`config.mk`:
```
export PLATFORM = sky130hd
export DESIGN_NAME = reorder_buffer
export DESIGN_NICKNAME = d
export VERILOG_FILES = /design/src/rtl/reorder_buffer_pkg.sv /design/src/rtl/reorder_buffer_entry_array.sv /design/src/rtl/reorder_buffer.sv
export SDC_FILE = /design/constraint.sdc
export NUM_CORES = 2
export LEC_CHECK = 0
export BUFFER_PORTS_ARGS = -buffer_cell sky130_fd_sc_hd__buf_2
export CAP_MARGIN = 5
export CORE_MARGIN = 2
export CORE_UTILIZATION = 62
export DETAILED_ROUTE_END_ITERATION = 8
export PLACE_DENSITY_LB_ADDON = 0.08
export SETUP_SLACK_MARGIN = 0.2
export SLEW_MARGIN = 20
export SYNTH_ARGS = -nofsm -noshare
export SYNTH_HDL_FRONTEND = slang
export SYNTH_SLANG_ARGS = --single-unit
```
`constraint.sdc`:
```
create_clock -name clk -period 5.16 [get_ports clk]
set_input_delay 0.258 -clock clk [delete_from_list [all_inputs] [get_ports clk]]
set_output_delay 0.258 -clock clk [all_outputs]
set_load 0.005 [all_outputs]
```
`src/rtl/reorder_buffer_pkg.sv`:
```
`default_nettype none
// ============================================================================
// Module   : reorder_buffer_pkg
// Brief    : Shared sizing constants for the reorder buffer slice.
// Revision : 1.0 - initial release
// ============================================================================
package reorder_buffer_pkg;

    localparam int   c_rob_tag_w = 4;
    localparam int   c_rob_depth = 1 << c_rob_tag_w;
    localparam int   c_cdb_ports = 2;
    localparam int   c_data_w    = 32;
    localparam int   c_raddr_w   = 5;
    localparam logic c_true      = 1'b1;
    localparam logic c_false     = 1'b0;

endpackage : reorder_buffer_pkg
`default_nettype wire

```
`src/rtl/reorder_buffer_entry_array.sv`:
```
`default_nettype none
// ============================================================================
// Module   : reorder_buffer_entry_array
// Brief    : ROB entry storage, multi-port writeback and tag query/bypass.
// Revision : 1.0 - initial release
// ============================================================================
module reorder_buffer_entry_array
    import reorder_buffer_pkg::*;
#(
    parameter int TAG_W   = c_rob_tag_w,
    parameter int DATA_W  = c_data_w,
    parameter int RADDR_W = c_raddr_w,
    parameter int NWB     = c_cdb_ports
) (
    input  logic                    clk,
    input  logic                    rst,
    input  logic                    i_en,
    input  logic                    i_flush,
    input  logic                    i_disp_fire,
    input  logic [TAG_W-1:0]        i_disp_idx,
    input  logic                    i_disp_has_rd,
    input  logic [RADDR_W-1:0]      i_disp_rd,
    input  logic                    i_pop,
    input  logic [TAG_W-1:0]        i_head_idx,
    input  logic [NWB-1:0]          i_wb_valid,
    input  logic [NWB*TAG_W-1:0]    i_wb_tag,
    input  logic [NWB*DATA_W-1:0]   i_wb_value,
    input  logic [TAG_W-1:0]        i_qry_tag,
    output logic                    o_qry_done,
    output logic [DATA_W-1:0]       o_qry_value,
    output logic                    o_head_busy,
    output logic                    o_head_done,
    output logic                    o_head_has_rd,
    output logic [RADDR_W-1:0]      o_head_rd,
    output logic [DATA_W-1:0]       o_head_value
);

    localparam int DEPTH = 1 << TAG_W;

    logic [DEPTH-1:0]   r_busy;
    logic [DEPTH-1:0]   r_done;
    logic               r_has_rd [DEPTH];
    logic [RADDR_W-1:0] r_rd     [DEPTH];
    logic [DATA_W-1:0]  r_value  [DEPTH];

    logic [DEPTH-1:0]   w_wb_hit;
    logic [DATA_W-1:0]  w_wb_data [DEPTH];

    // Ascending port scan: the highest-index matching port overrides lower ones.
    always_comb begin
        for (int e = 0; e < DEPTH; e++) begin
            w_wb_hit[e]  = c_false;
            w_wb_data[e] = '0;
            for (int i = 0; i < NWB; i++) begin
                if (i_wb_valid[i] && (i_wb_tag[i*TAG_W +: TAG_W] == TAG_W'(e))) begin
                    w_wb_hit[e]  = c_true;
                    w_wb_data[e] = i_wb_value[i*DATA_W +: DATA_W];
                end
            end
        end
    end

    always_ff @(posedge clk or posedge rst) begin
        if (rst) begin
            r_busy <= '0;
            r_done <= '0;
        end else if (i_en) begin
            if (i_flush) begin
                r_busy <= '0;
                r_done <= '0;
            end else begin
                for (int e = 0; e < DEPTH; e++) begin
                    if (i_disp_fire && (i_disp_idx == TAG_W'(e))) begin
                        r_busy[e] <= c_true;
                        r_done[e] <= c_false;
                    end else if (i_pop && (i_head_idx == TAG_W'(e))) begin
                        r_busy[e] <= c_false;
                        r_done[e] <= c_false;
                    end else if (r_busy[e] && w_wb_hit[e]) begin
                        r_done[e] <= c_true;
                    end
                end
            end
        end
    end

    // Payload fields need no reset; busy/done qualify them.
    always_ff @(posedge clk) begin
        if (i_en && !i_flush) begin
            for (int e = 0; e < DEPTH; e++) begin
                if (i_disp_fire && (i_disp_idx == TAG_W'(e))) begin
                    r_has_rd[e] <= i_disp_has_rd;
                    r_rd[e]     <= i_disp_rd;
                end else if (r_busy[e] && w_wb_hit[e]) begin
                    r_value[e]  <= w_wb_data[e];
                end
            end
        end
    end

    always_comb begin
        o_qry_done  = r_busy[i_qry_tag] && r_done[i_qry_tag];
        o_qry_value = r_value[i_qry_tag];
        for (int i = 0; i < NWB; i++) begin
            if (i_wb_valid[i] && (i_wb_tag[i*TAG_W +: TAG_W] == i_qry_tag)) begin
                o_qry_done  = c_true;
                o_qry_value = i_wb_value[i*DATA_W +: DATA_W];
            end
        end
    end

    assign o_head_busy   = r_busy[i_head_idx];
    assign o_head_done   = r_done[i_head_idx];
    assign o_head_has_rd = r_has_rd[i_head_idx];
    assign o_head_rd     = r_rd[i_head_idx];
    assign o_head_value  = r_value[i_head_idx];

endmodule : reorder_buffer_entry_array
`default_nettype wire

```
`src/rtl/reorder_buffer.sv`:
```
`default_nettype none
// ============================================================================
// Module   : reorder_buffer
// Brief    : Circular in-order-retire reorder buffer with multi-port writeback.
// Revision : 1.0 - initial release
// ============================================================================
module reorder_buffer
    import reorder_buffer_pkg::*;
#(
    parameter int TAG_W   = c_rob_tag_w,
    parameter int DATA_W  = c_data_w,
    parameter int RADDR_W = c_raddr_w,
    parameter int NWB     = c_cdb_ports
) (
    input  logic                    clk,
    input  logic                    rst,
    input  logic                    rdy,
    input  logic                    flush,
    input  logic                    disp_valid,
    input  logic                    disp_has_rd,
    input  logic [RADDR_W-1:0]      disp_rd,
    output logic                    disp_ready,
    output logic [TAG_W-1:0]        disp_tag,
    input  logic [NWB-1:0]          wb_valid,
    input  logic [NWB*TAG_W-1:0]    wb_tag,
    input  logic [NWB*DATA_W-1:0]   wb_value,
    input  logic [TAG_W-1:0]        qry_tag,
    output logic                    qry_done,
    output logic [DATA_W-1:0]       qry_value,
    output logic                    cmt_valid,
    input  logic                    cmt_ready,
    output logic                    cmt_has_rd,
    output logic [RADDR_W-1:0]      cmt_rd,
    output logic [DATA_W-1:0]       cmt_value,
    output logic [TAG_W-1:0]        cmt_tag,
    output logic [TAG_W:0]          rob_count,
    output logic                    rob_empty
);

    localparam int             DEPTH   = 1 << TAG_W;
    localparam logic [TAG_W:0] c_depth = (TAG_W+1)'(DEPTH);

    logic [TAG_W-1:0] r_head;
    logic [TAG_W-1:0] r_tail;
    logic [TAG_W:0]   r_count;

    logic w_disp_fire;
    logic w_cmt_fire;
    logic w_head_busy;
    logic w_head_done;

    // Full/empty come from count alone, so all DEPTH slots are usable.
    assign disp_ready  = (r_count < c_depth);
    assign disp_tag    = r_tail;
    assign cmt_valid   = w_head_busy && w_head_done;
    assign cmt_tag     = r_head;
    assign rob_count   = r_count;
    assign rob_empty   = (r_count == '0);

    assign w_disp_fire = disp_valid && disp_ready;
    assign w_cmt_fire  = cmt_valid && cmt_ready;

    always_ff @(posedge clk or posedge rst) begin
        if (rst) begin
            r_head  <= '0;
            r_tail  <= '0;
            r_count <= '0;
        end else if (rdy) begin
            if (flush) begin
                r_head  <= '0;
                r_tail  <= '0;
                r_count <= '0;
            end else begin
                if (w_disp_fire) begin
                    r_tail <= r_tail + TAG_W'(1);
                end
                if (w_cmt_fire) begin
                    r_head <= r_head + TAG_W'(1);
                end
                r_count <= r_count + (TAG_W+1)'(w_disp_fire) - (TAG_W+1)'(w_cmt_fire);
            end
        end
    end

    reorder_buffer_entry_array #(
        .TAG_W   (TAG_W),
        .DATA_W  (DATA_W),
        .RADDR_W (RADDR_W),
        .NWB     (NWB)
    ) u_entry_array (
        .clk           (clk),
        .rst           (rst),
        .i_en          (rdy),
        .i_flush       (flush),
        .i_disp_fire   (w_disp_fire),
        .i_disp_idx    (r_tail),
        .i_disp_has_rd (disp_has_rd),
        .i_disp_rd     (disp_rd),
        .i_pop         (w_cmt_fire),
        .i_head_idx    (r_head),
        .i_wb_valid    (wb_valid),
        .i_wb_tag      (wb_tag),
        .i_wb_value    (wb_value),
        .i_qry_tag     (qry_tag),
        .o_qry_done    (qry_done),
        .o_qry_value   (qry_value),
        .o_head_busy   (w_head_busy),
        .o_head_done   (w_head_done),
        .o_head_has_rd (cmt_has_rd),
        .o_head_rd     (cmt_rd),
        .o_head_value  (cmt_value)
    );

endmodule : reorder_buffer
`default_nettype wire

```
* After elaboration in Yosys (flattened, before gate mapping)
Memory sizes are Yosys's and may differ from the RTL's.
Index checks and enable logic that the tools add are counted.
** Operators by class
- Div/mod/pow operators :: 0
- $lt $le $gt $ge :: 3
- Reductions and logical operators :: 191
- Bitwise operators :: 0
- Shifts and indexed selects :: 0
- Mux-type cells :: 365
- Equal/unequal tests :: 62
- Add/sub/neg operators :: 4
- Multiply operators :: 0
** Operators with widths (count)
- 32-bit 2-to-1 mux :: 34
- 1-bit 2-to-1 mux :: 275
- 4-bit 2-to-1 mux :: 34
- 4-bit == test, second input constant :: 32
- 1-bit logical AND :: 87
- 5-bit 2-to-1 mux :: 16
- 5-bit OR reduction :: 15
- 2-bit AND reduction :: 34
- 4-bit by 3-bit == test with 1-bit output, second input constant :: 16
- 4-bit nonzero test :: 16
- 3-bit nonzero test :: 16
- 4-bit by 2-bit == test with 1-bit output, second input constant :: 8
- 16-bit 2-to-1 mux :: 2
- 1-bit binary-select mux with 4-bit select :: 4
- 4-bit by 1-bit == test with 1-bit output, second input constant :: 4
- 4-bit zero test :: 4
- 1-bit OR reduction :: 15
- 4-bit by 5-bit less-than comparator with 1-bit output, second input constant :: 2
- 4-bit by 1-bit adder with 4-bit output, second input constant :: 2
- 4-bit == test :: 2
- 5-bit by 1-bit adder with 5-bit output :: 1
- 5-bit zero test :: 1
- 5-bit less-than comparator, second input constant :: 1
- 5-bit by 1-bit subtractor with 5-bit output :: 1
- 2 further kinds :: 3
** Word-level totals
- Flip-flop bits (word level) :: 45
- Memories :: 3
- Word-level logic and storage cells :: 663
- Bits in read-only memories :: 0
- RAM bits :: 608
- Bits in latches :: 0
** Memory list
- u_entry_array.r_value :: words 16, width 32, read ports 2, clocked after memory_dff 0, wr ports 16, RTL line reorder_buffer_entry_array.sv:44 : logic [DATA_W-1:0] r_value [DEPTH];
- u_entry_array.r_rd :: words 16, width 5, read ports 1, clocked after memory_dff 0, wr ports 1, RTL line reorder_buffer_entry_array.sv:43 : logic [RADDR_W-1:0] r_rd [DEPTH];
- u_entry_array.r_has_rd :: words 16, width 1, read ports 1, clocked after memory_dff 0, wr ports 1, RTL line reorder_buffer_entry_array.sv:42 : logic r_has_rd [DEPTH];

* Depth between registers and ports, before layout
- Word-level depth :: 22
- Mapped depth :: 17
- Depth with buffers taken out :: 16

* By module
A second synthesis with hierarchy kept.
** Second synthesis, totals
- Cells, all modules :: 2513
- Area total of the unflattened synthesis :: 36600.1 µm²
** By module, submodules not included
- reorder_buffer_entry_array :: area an instance 35719.3 µm², seq. area each 19058.3 µm², cells an instance 2425, instances 1
- reorder_buffer :: area an instance 880.8 µm², seq. area each 325.3 µm², cells an instance 88, instances 1

* Worst setup path before layout
No wires, ideal clock.
- Path type :: input-to-reg
- From :: in wb_tag[4]
- To :: mem u_entry_array.r_value[6][0] (netlist name), enable pin
- Data required time :: 4.659 ns
- Stages on the path :: 6
- Slack :: 0.354 ns
- Arrival :: 4.304 ns
- Library setup time :: 0.501 ns
- Path buffers :: 2
- Cells stage by stage :: clkbuf_1 > nand2b_1 > buf_2 > nor2_1 > a21oi_1 > nor4_1
** RTL lines
- start: declaration :: RTL line reorder_buffer.sv:25 : input logic [NWB*TAG_W-1:0] wb_tag,
- end: declaration :: RTL line reorder_buffer_entry_array.sv:44

* Worst setup path after layout
- From :: reg r_head[1] (netlist: cmt_tag[1])
- To :: reg r_count[4] (netlist: rob_count[4])
** Between the ends
- Word-level cells in the longest chain between the ends :: 6
** RTL lines
- start: declaration :: RTL line reorder_buffer.sv:43 : logic [TAG_W-1:0] r_head;
- start signal: assignment :: RTL line reorder_buffer.sv:78 : r_head <= r_head + TAG_W'(1);
- 1-bit binary-select mux with 4-bit select (on tied branches) :: RTL line reorder_buffer_entry_array.sv:112, reorder_buffer_entry_array.sv:113
- 1-bit 2-to-1 mux (on tied branches) :: RTL line reorder_buffer_entry_array.sv:112, reorder_buffer_entry_array.sv:113
- 1-bit logical AND (*) :: RTL line reorder_buffer.sv:55 : assign cmt_valid = w_head_busy && w_head_done;
- 1-bit logical AND (*) :: RTL line reorder_buffer.sv:61 : assign w_cmt_fire = cmt_valid && cmt_ready;
- 5-bit by 1-bit subtractor with 5-bit output (*) :: RTL line reorder_buffer.sv:80 : r_count <= r_count + (TAG_W+1)'(w_disp_fire) - (TAG_W+1)'(w_cmt_fire);
- 5-bit 2-to-1 mux (*) :: RTL line reorder_buffer.sv:69 : if (flush) begin
- end signal: assignment :: RTL line reorder_buffer.sv:80
- end: declaration :: RTL line reorder_buffer.sv:45 : logic [TAG_W:0] r_count;
Mark *: on every way between the ends. The rest lies on a longest branch, timed or not. The select of a mux whose other input is x is not followed.
A chain may end at the register's enable or synchronous reset.

==> flow_metrics.env <==
export IMPL_outcome="finished clean"
export IMPL_detail_route_drc_violations=0
export IMPL_drt_initial_drc_count=4616
export IMPL_max_cap_violations=0
export IMPL_critical_path_max_fanout=34
export IMPL_clk_root_buffer_cell="sky130_fd_sc_hd__clkbuf_16"
export IMPL_ys_warn_count=0
export IMPL_main_flop_type_after_synthesis="sky130_fd_sc_hd__edfxtp_1"
export IMPL_finalWorstSetupSlack_ps=1000
export IMPL_drive_above_1_share_pct=29.1
export IMPL_fp_coreArea_mm2=0.0579
export IMPL_worst_endpoint_required_ps=5650
export IMPL_worstRegToRegCells=17
export IMPL_critical_path_endpoint_type="flip-flop"
export IMPL_syn2layout_area_growth_pct=10.0
export IMPL_cts_tree="built"
export IMPL_hold_buffers=4
export IMPL_synth_avg_cell_area_um2=14.2
export IMPL_clock_sink_count=653
export IMPL_yosys_area_top_type_share_pct=50.1
export IMPL_fp_dieArea_mm2=0.0608
export IMPL_fin_worst_hold_slack_ps=31.1
export IMPL_start_util_pct=63.0
export IMPL_synth_async_reset_ratio_pct=6.89
export IMPL_grt_antenna_before_repair=9
export IMPL_die_h_um=247
export IMPL_synth_cell_area_mm2=0.0365
export IMPL_timing_max_slew_rel_slack_pct=14.1
export IMPL_cp_cell_sequence="buf_4, nand3b_1, o31ai_1, a211oi_2, o21bai_2, and2_1, ha_1, inv_1, ha_1, inv_1, fa_1, nand2b_1, a21oi_1, o21a_1, nor3_1, o21ai_0, o21ai_0"
export IMPL_number_of_synthesized_flops_with_an_enable_pin=608
export IMPL_port_buffers=176
export IMPL_post_place_setup_slack_ps=1070
export IMPL_pwr_density_cell_mw_per_mm2=361
export IMPL_critical_path_arrival_ps=4650
export IMPL_irDropWorstVdd_v=0.000274
export IMPL_min_delay_path_class="input port to flip-flop"
export IMPL_postRouteWirelength_um=125000
export IMPL_cts_made_buffers=71
export IMPL_clock_tree_htree_level_count=3
export IMPL_timing_fmax_mhz=240
export IMPL_worst_setup_path_start_kind="flip-flop"
export IMPL_fin_area_mm2=0.0401
export IMPL_netlist_top_cells_area="sky130_fd_sc_hd__edfxtp_1, sky130_fd_sc_hd__mux4_2, sky130_fd_sc_hd__a22o_1"
export IMPL_grt_pass1_vias=26274
export IMPL_timing_final_setup_violations=0
export IMPL_slew_violations=0
export IMPL_cts_max_path_buffers=3
export IMPL_place_detailed_hpwl_um=66600
export IMPL_routed_len_inst_um=37.1
export IMPL_grt_first_pass_wirelength_um=177000
export IMPL_hold_violations=0
export IMPL_finalCritPeriodShare_pct=80.6
export IMPL_unrepaired_setup_endpoints_after_global_routing="false"
export IMPL_yosys_cell_types_count=63
export IMPL_totalNegativeSetupSlack_ps=0
export IMPL_top_ports=177
export IMPL_post_dp_area_mm2=0.0379
export IMPL_antenna_left=0
export IMPL_synth_commonest_cells="sky130_fd_sc_hd__edfxtp_1, sky130_fd_sc_hd__a22o_1, sky130_fd_sc_hd__mux4_2"
export IMPL_worst_hold_endpoint="u_entry_array.r_rd[4][0]$_DFFE_PP_"
export IMPL_critical_path_reg2reg_startpoint="cmt_tag[1]$_DFFE_PP0P_"
export IMPL_worst_setup_hold_path_clk_slew_ps=60
export IMPL_detailroute_via_count=26901
export IMPL_timing_reg2reg_setup_slack_ps=1000
export IMPL_timing_worst_slew_pin_value_ps=1290
export IMPL_hold_depth=1
export IMPL_yosysMostFrequentCell="sky130_fd_sc_hd__edfxtp_1"
export IMPL_ctsResizeCount=0
export IMPL_gpl_final_weighted_congestion=0.949
export IMPL_worst_setup_skew_after_layout_ps=12.8
export IMPL_synth_fp_nets=2669
export IMPL_num_nets_final=2635
export IMPL_leakage_nw=13.6
export IMPL_timing_critical_path_slowest_stage_cell="sky130_fd_sc_hd__dfrtp_4"
export IMPL_synth_yosys_seq_area_share_pct=53.1
export IMPL_viasPerCell=8.02
export IMPL_fp_dieW_um=247
export IMPL_grt_overflow_total=0
export IMPL_fillerInstances=3837
export IMPL_timing_worst_setup_path_type="flip-flop to flip-flop"
export IMPL_footprint_of_the_multi_input_gates_mm2=0.0159
export IMPL_synth_top_area_cell="sky130_fd_sc_hd__edfxtp_1"
export IMPL_pin_count_of_the_biggest_net_entering_global_routing=81
export IMPL_post_route_util_pct=69.3
export IMPL_hp_start="disp_rd[0]"
export IMPL_global_route_usage_over_all_layers_pct=41.2
export IMPL_ys_seq_elements=653
export IMPL_r2r_end="rob_count[4]$_DFFE_PP0P_"
export IMPL_post_route_min_period_ps=4160
export IMPL_postCtsSetupRepairBufs=0
export IMPL_seq_area_mm2=0.0194
export IMPL_std_cell_rows=88
export IMPL_synthesized_netlist_cell_count=2564
export IMPL_worst_path_largest_cell_delay_ps=530
export IMPL_clock_insertion_delay_worst_skew_ps=630
export IMPL_drt_first_pass_iters=6
-- stage by stage --
step / cells / power (W)
3_3_place_gp: 3218 / 0.00958
2_1_floorplan: 2564 / 0.00859
5_1_grt: 3352 / 0.0149
4_1_cts: 3349 / 0.0145
3_5_place_dp: 3218 / 0.00964
6_report: 3354 / 0.0145
-- per-layer routing --
metal	vias up	track usage [%]	wire, um
met5	-	0	50
met1	13454	54.9	42000
li1	10384	-	-
met3	526	12.3	18900
met4	8	21.8	7180
met2	2529	61.7	56400
-- sequential cells by signal, summed over array words and instances (netlist names) --
| signal | count |
|---|---|
| u_entry_array.r_done | 16 |
| rob_count | 5 |
| u_entry_array.r_busy | 16 |
| u_entry_array.r_value | 512 |
| u_entry_array.r_rd | 80 |
| disp_tag | 4 |
| u_entry_array.r_has_rd | 16 |
| cmt_tag | 4 |
-- layout by cell type (no fill, tap or decap), types with 37 or more instances in the layout --
master                      Yosys  layout
sky130_fd_sc_hd__nand2_1      236     236
sky130_fd_sc_hd__mux4_2       337     337
sky130_fd_sc_hd__buf_4          4      73
sky130_fd_sc_hd__clkbuf_16      0      71
sky130_fd_sc_hd__inv_1         38      37
sky130_fd_sc_hd__a22o_1       417     417
sky130_fd_sc_hd__dfrtp_1       45      41
sky130_fd_sc_hd__buf_2         40     172
sky130_fd_sc_hd__o21ai_0       41      41
sky130_fd_sc_hd__a211oi_1      42      42
sky130_fd_sc_hd__edfxtp_1     608     608
sky130_fd_sc_hd__a21oi_1      112     111
-- how the worst max path moves through the flow --
stage | endpoint | from | slack (ps) | depth (start not counted)
floorplan | u_entry_array.r_value[6][0]$_DFFE_PP_ | wb_tag[4] | 350 | 6
global placement | rob_count[4]$_DFFE_PP0P_ | cmt_tag[1]$_DFFE_PP0P_ | 1220 | 17
CTS | cmt_value[4] | cmt_tag[0]$_DFFE_PP0P_ | 1010 | 4
global route | rob_count[4]$_DFFE_PP0P_ | cmt_tag[1]$_DFFE_PP0P_ | 840 | 17
finish | rob_count[4]$_DFFE_PP0P_ | cmt_tag[1]$_DFFE_PP0P_ | 1000 | 17
detailed placement | rob_count[4]$_DFFE_PP0P_ | cmt_tag[1]$_DFFE_PP0P_ | 1070 | 17
-- cell families after synthesis --
family          synth area share [%]
compound gates                  15.3
flops                           53.1
simple gates                    5.05
buf+inv                         4.32
mux                             21.4
fa+ha+maj                      0.535
xor+xnor                       0.216
-- critical path, delay by kind of cell (launching register included) --
kind | cells | cell delay, ps
flops | 1 | 530
fa+ha+maj | 3 | 820
simple gates | 4 | 650
buf+inv | 3 | 650
compound gates | 7 | 1360
-- area by class of cell --
| type | instances | area share [%] |
|---|---|---|
| tap | 765 | 2.39 |
| inverter | 39 | 0.371 |
| sequential | 653 | 48.3 |
| clock buffer | 97 | 4.75 |
| multi-input combinational | 1509 | 39.6 |
| antenna | 5 | 0.0312 |
| clock inverter | 30 | 0.677 |
| timing repair buffer | 256 | 3.88 |
-- power by group --
group | internal (W) | switching [W]
combinational | 0.00179 | 0.00186
sequential | 0.00580 | 0.000138
clock | 0.00275 | 0.00216
total | 0.0103 | 0.00416
No activity file was read; power rests on OpenSTA's default activity.
